--- src/rtl/fifo_slave_seq.sv ---
// Sequences pops/pushes on the Pi side of the two 8-bit CPC<->Pi FIFO pairs over a shared sd bus.
// Latency: flag-to-strobe = 2 sync + 1 IDLE + SETUP_CYCLES; every access ends with RECOVER_CYCLES.
// Backpressure: no pop while rx_valid=1; tx_ready pulses for one cycle only when a push is granted.
//
// Ports:
//   CLK, RESET                      clock, synchronous active-high reset
//   fifo_slave_dor/dir              async FIFO flags (data out ready / data in ready)
//   sd_in, sd_out, sd_oe            shared sd bus: read value, driven value, drive enable
//   slave_fifo_si/sob/wnr           shift-in (high), shift-out (low), write-not-read direction
//   rx_data/rx_valid/rx_ready       popped-byte stream towards Pi logic
//   tx_data/tx_valid/tx_ready       byte stream from Pi logic to be pushed
module fifo_slave_seq #(
    parameter int STROBE_CYCLES  = 2,
    parameter int SETUP_CYCLES   = 2,
    parameter int RECOVER_CYCLES = 6,
    parameter int CNT_W          = 4
) (
    input  logic       CLK,
    input  logic       RESET,
    input  logic       fifo_slave_dor,
    input  logic       fifo_slave_dir,
    input  logic [7:0] sd_in,
    output logic [7:0] sd_out,
    output logic       sd_oe,
    output logic       slave_fifo_si,
    output logic       slave_fifo_sob,
    output logic       slave_fifo_wnr,
    output logic [7:0] rx_data,
    output logic       rx_valid,
    input  logic       rx_ready,
    input  logic [7:0] tx_data,
    input  logic       tx_valid,
    output logic       tx_ready
);

    typedef enum logic [3:0] {
        IDLE,
        RD_SETUP,
        RD_STROBE,
        RD_RECOVER,
        WR_TURN,
        WR_SETUP,
        WR_STROBE,
        WR_HOLD,
        WR_RELEASE,
        WR_RECOVER
    } state_t;

    localparam logic [CNT_W-1:0] ST_LD = CNT_W'(STROBE_CYCLES - 1);
    localparam logic [CNT_W-1:0] SU_LD = CNT_W'(SETUP_CYCLES - 1);
    localparam logic [CNT_W-1:0] RC_LD = CNT_W'(RECOVER_CYCLES - 1);

    state_t           state_q, state_d;
    logic [CNT_W-1:0] cnt_q, cnt_d;
    logic             dor_m_q, dor_s_q, dir_m_q, dir_s_q;
    logic             last_rd_q, last_rd_d;
    logic [7:0]       tx_byte_q, tx_byte_d;
    logic [7:0]       rx_data_q, rx_data_d;
    logic             rx_valid_q, rx_valid_d;
    logic             si_q, sob_q, wnr_q, oe_q;
    logic             si_d, sob_d, wnr_d, oe_d;
    logic             rd_req, wr_req, grant_rd, grant_wr;

    always_comb begin
        state_d    = state_q;
        cnt_d      = (cnt_q != '0) ? cnt_q - 1'b1 : '0;
        last_rd_d  = last_rd_q;
        tx_byte_d  = tx_byte_q;
        rx_data_d  = rx_data_q;
        rx_valid_d = rx_valid_q;
        tx_ready   = 1'b0;

        if (rx_valid_q && rx_ready) begin
            rx_valid_d = 1'b0;
        end

        rd_req   = dor_s_q & ~rx_valid_q;
        wr_req   = dir_s_q & tx_valid;
        // Round-robin: on a tie, serve whichever side did not win last time.
        grant_rd = rd_req & (~wr_req | ~last_rd_q);
        grant_wr = wr_req & (~rd_req | last_rd_q);

        case (state_q)
            IDLE: begin
                if (grant_rd) begin
                    state_d   = RD_SETUP;
                    cnt_d     = SU_LD;
                    last_rd_d = 1'b1;
                end else if (grant_wr) begin
                    state_d   = WR_TURN;
                    cnt_d     = '0;
                    last_rd_d = 1'b0;
                    tx_byte_d = tx_data;
                    tx_ready  = ~RESET;
                end
            end
            RD_SETUP: if (cnt_q == '0) begin
                // Data has had SETUP_CYCLES to settle; capture as the strobe starts.
                state_d    = RD_STROBE;
                cnt_d      = ST_LD;
                rx_data_d  = sd_in;
                rx_valid_d = 1'b1;
            end
            RD_STROBE:  if (cnt_q == '0) begin state_d = RD_RECOVER; cnt_d = RC_LD; end
            RD_RECOVER: if (cnt_q == '0) begin state_d = IDLE;       cnt_d = '0;    end
            WR_TURN:    if (cnt_q == '0) begin state_d = WR_SETUP;   cnt_d = SU_LD; end
            WR_SETUP:   if (cnt_q == '0) begin state_d = WR_STROBE;  cnt_d = ST_LD; end
            WR_STROBE:  if (cnt_q == '0) begin state_d = WR_HOLD;    cnt_d = SU_LD; end
            WR_HOLD:    if (cnt_q == '0) begin state_d = WR_RELEASE; cnt_d = '0;    end
            WR_RELEASE: if (cnt_q == '0) begin state_d = WR_RECOVER; cnt_d = RC_LD; end
            WR_RECOVER: if (cnt_q == '0) begin state_d = IDLE;       cnt_d = '0;    end
            default: begin
                state_d = IDLE;
                cnt_d   = '0;
            end
        endcase

        // Pin levels are decoded from the next state and registered, so they
        // change on the same edge as the state and never glitch.
        sob_d = (state_d != RD_STROBE);
        si_d  = (state_d == WR_STROBE);
        oe_d  = (state_d == WR_SETUP) || (state_d == WR_STROBE) || (state_d == WR_HOLD);
        // WR_TURN and WR_RELEASE bracket the driven window so the FIFO outputs are
        // off a cycle before we drive and stay off a cycle after we release.
        wnr_d = oe_d || (state_d == WR_TURN) || (state_d == WR_RELEASE);
    end

    always_ff @(posedge CLK) begin
        if (RESET) begin
            state_q    <= IDLE;
            cnt_q      <= '0;
            dor_m_q    <= 1'b0;
            dor_s_q    <= 1'b0;
            dir_m_q    <= 1'b0;
            dir_s_q    <= 1'b0;
            last_rd_q  <= 1'b0;
            tx_byte_q  <= 8'h00;
            rx_data_q  <= 8'h00;
            rx_valid_q <= 1'b0;
            si_q       <= 1'b0;
            sob_q      <= 1'b1;
            wnr_q      <= 1'b0;
            oe_q       <= 1'b0;
        end else begin
            state_q    <= state_d;
            cnt_q      <= cnt_d;
            dor_m_q    <= fifo_slave_dor;
            dor_s_q    <= dor_m_q;
            dir_m_q    <= fifo_slave_dir;
            dir_s_q    <= dir_m_q;
            last_rd_q  <= last_rd_d;
            tx_byte_q  <= tx_byte_d;
            rx_data_q  <= rx_data_d;
            rx_valid_q <= rx_valid_d;
            si_q       <= si_d;
            sob_q      <= sob_d;
            wnr_q      <= wnr_d;
            oe_q       <= oe_d;
        end
    end

    assign sd_out         = tx_byte_q;
    assign sd_oe          = oe_q;
    assign slave_fifo_si  = si_q;
    assign slave_fifo_sob = sob_q;
    assign slave_fifo_wnr = wnr_q;
    assign rx_data        = rx_data_q;
    assign rx_valid       = rx_valid_q;

endmodule

--- config.mk ---
export PLATFORM = sky130hd
export DESIGN_NAME = fifo_slave_seq
export DESIGN_NICKNAME = d
export VERILOG_FILES = /design/src/rtl/fifo_slave_seq.sv
export SDC_FILE = /design/constraint.sdc
export NUM_CORES = 1
export LEC_CHECK = 0
export CAP_MARGIN = 20
export CORE_UTILIZATION = 39
export DETAILED_ROUTE_END_ITERATION = 8
export PLACE_DENSITY = 0.68
export SLEW_MARGIN = 20
export SYNTH_ARGS = -nofsm -noshare
export SYNTH_HDL_FRONTEND = slang
export SYNTH_SLANG_ARGS = --single-unit
--- constraint.sdc ---
create_clock -name CLK -period 2.35 [get_ports CLK]
set_clock_uncertainty 0.2 [all_clocks]
set_input_delay 0.3525 -clock CLK [delete_from_list [all_inputs] [get_ports CLK]]
set_output_delay 0.3525 -clock CLK [all_outputs]
set_load 0.005 [all_outputs]
==> flow_summary.json <==
{
  "hpwl_um": 2390,
  "switchingPower_mw": 0.561,
  "die_y_um": 63.1,
  "drive_above_1_share_pct": 11.2,
  "cts_tree": "done",
  "ios": 44,
  "htreeDepth": 2,
  "grt_pass1_wl_um": 5480,
  "seq_area_frac_synth_pct": 46.7,
  "final_nets": 238,
  "cp_max_fo": 11,
  "grt_usage_pct": 17.5,
  "power.share.clock_pct": 24.9,
  "yosysTopAreaCell": "dfxtp_1",
  "powerDensity_nw_per_um2": 861,
  "clk_latency_ns": 0.28,
  "relSlewSlack_pct": 78.7,
  "firstDrtPassIters": 4,
  "avgSynthCellArea_um2": 8.73,
  "start_util_pct": 42.0,
  "rsz0062_at_grt": "false",
  "yosysWarnings": 0,
  "clockBufferDepth": 2,
  "io_buffers": 43,
  "crit_type": "flip-flop to primary output",
  "gp_congestion": 0.798,
  "synth_edf_count": 0,
  "syn-num-nets": 191,
  "worst_pin_slew_ns": 0.319,
  "post_drt_via_cell_ratio": 4.93,
  "clock_sinks": 34,
  "async_reset_ff_share_pct": 0,
  "end_kind": "primary output",
  "die_area_um2": 3990,
  "core_um2": 3470,
  "drc": 0,
  "start_kind": "flip-flop",
  "tns_ns": 0,
  "power.internal_mw": 1.20,
  "finalPower_mw": 1.76,
  "p_sw_share_pct": 31.8,
  "root_buffer": "clkbuf_8",
  "worstPathArrival_ns": 1.40,
  "min_period_ns": 1.95,
  "synth_top_area_share_pct": 46.7,
  "synth_most_common_cell": "dfxtp_1",
  "drv_slew": 0,
  "drtAntennaViolNets": 0,
  "grt_pass1_vias": 1241,
  "seqPwrFrac_pct": 40.0,
  "hold_viol_final": 0,
  "critPathRequiredTime_ns": 1.80,
  "wire_per_inst_um": 12.5,
  "netlist_top_cells_count": "dfxtp_1 (34), nand2_1 (29), a21oi_1 (21)",
  "leakage_nw": 0.746,
  "antenna_found_initial": 0,
  "synthFlopType": "dfxtp_1",
  "grt_start_max_net_pins": 29,
  "combPwrFrac_pct": 35.0,
  "finalCritPeriodShare_pct": 83.0,
  "syn_area_um2": 1460,
  "grt-ovfl-total": 0,
  "setup_viol": 0,
  "rows": 21,
  "synth_seq_cells": 34,
  "die_w_um": 63.1,
  "antenna_cells": 0,
  "hold_path.class": "flip-flop to flip-flop",
  "yosys-top-cells-area": "dfxtp_1 (47%), nand2_1 (7.5%), a21oi_1 (7.2%)",
  "syn_to_final_growth_pct": 40.3,
  "status": "complete, no violations",
  "nFillCells": 319,
  "drt_iter0_drc": 62,
  "cts_hold_buf": 0,
  "peakVddDrop_v": 0.000518,
  "drv_cap": 0,
  "cts_made_buffers": 5,
  "syn_inst": 167,
  "synth_cell_type_count": 41,
  "clk_pin_slew_ns": 0.07,
  "max_freq_ghz": 0.513,
  "vias": 1288,
  "wl_um": 3260
}
## worst max-delay path, stage by stage, from the launching register on
cell and delay, ns:
dfxtp_4 0.39, nor4_4 0.32, o211ai_1 0.15, nor2_1 0.13
dlymetal6s2s_1 0.14
## sequential cells by signal, summed over array words and instances, names as in the netlist, 4 cells and up
register  count
sd_out        8
state_q       4
rx_data       8
cnt_q         4
## area by class of cell
| type | count | area [um^2] | share of cell area, % |
|---|---|---|---|
| Tap cell | 46 | 57.6 | 2.82 |
| Clock buffer | 6 | 82.6 | 4.04 |
| Timing Repair Buffer | 50 | 485 | 23.7 |
| Sequential cell | 34 | 684 | 33.5 |
| Multi-Input combinational cell | 119 | 707 | 34.6 |
| Inverter | 4 | 15.0 | 0.734 |
| Clock inverter | 2 | 12.5 | 0.612 |
## power by group through the flow
stage	Clock, mW	Sequential [mW]	Combinational, mW
after floorplan	0	0.716	0.400
after global placement	0	0.714	0.585
after detailed placement	0	0.719	0.603
after CTS	0.449	0.706	0.620
after global routing	0.477	0.715	0.681
final	0.439	0.705	0.617
## per-layer routing
metal | GRT usage (%) | wire length [um] | up-vias
met2 | 29.6 | 1610 | 35
met3 | 4.89 | 162 | 2
met5 | 0 | 0 | -
met4 | 7.27 | 19 | 0
li1 | - | - | 666
met1 | 20.5 | 1460 | 585
## through the flow
stage	worst slack (ns)	cells	instance area (um^2)	hold WS, ns	utilization (%)
final	0.400	261	2040	0.247	58.9
after global routing	0.301	261	2040	0.276	58.9
after detailed placement	0.0831	252	1940	0.238	55.8
after CTS	0.0593	261	2040	0.255	58.8
after floorplan	0.594	167	1460	0.214	-
after global placement	0.0872	252	1940	0.217	55.8
## final timing paths
kind | from | to | slack [ns] | cells after the start
worst max-delay path | state_q[2]$_SDFF_PP0_ | tx_ready | 0.40 | 4
worst min-delay path | dir_m_q$_SDFF_PP0_ | dir_s_q$_SDFF_PP0_ | 0.25 | 1
worst max register to register | cnt_q[0]$_SDFF_PP0_ | slave_fifo_sob$_SDFF_PP1_ | 0.44 | 6
worst min register to register | dir_m_q$_SDFF_PP0_ | dir_s_q$_SDFF_PP0_ | 0.25 | 1
## what timing repair did
item / 4_1_cts / 5_1_grt
setup buffers: 1 / 0
pin swaps: 1 / 3
resized for setup: 0 / 3
setup endpoints to repair: 1 / 1
## cells in the final DEF (no fill, tap or decap), drive strengths merged, types with 2 or more instances in the layout
| cell type | n |
|---|---|
| clkdlybuf4s50 | 42 |
| dfxtp | 34 |
| nand2 | 30 |
| a21oi | 21 |
| nand3 | 9 |
| o21ai | 9 |
| nor2b | 8 |
| nor2 | 7 |
| buf | 7 |
| clkbuf | 6 |
| inv | 4 |
| nor3 | 4 |
| nand2b | 3 |
| xnor2 | 3 |
| o31ai | 2 |
| ha | 2 |
| nor4 | 2 |
| nor3b | 2 |
| or3b | 2 |
## cell families after synthesis
family / after synthesis / share of synthesized area (%)
AOI/OAI and AO/OA: 40 / 16.6
and+or+nand+nor: 73 / 27.8
buffers and inverters: 14 / 4.81
adders and majority gates: 2 / 1.72
xor gates and xnor gates: 4 / 2.40
DFF: 34 / 46.7
(Power assumes the default switching activity.)
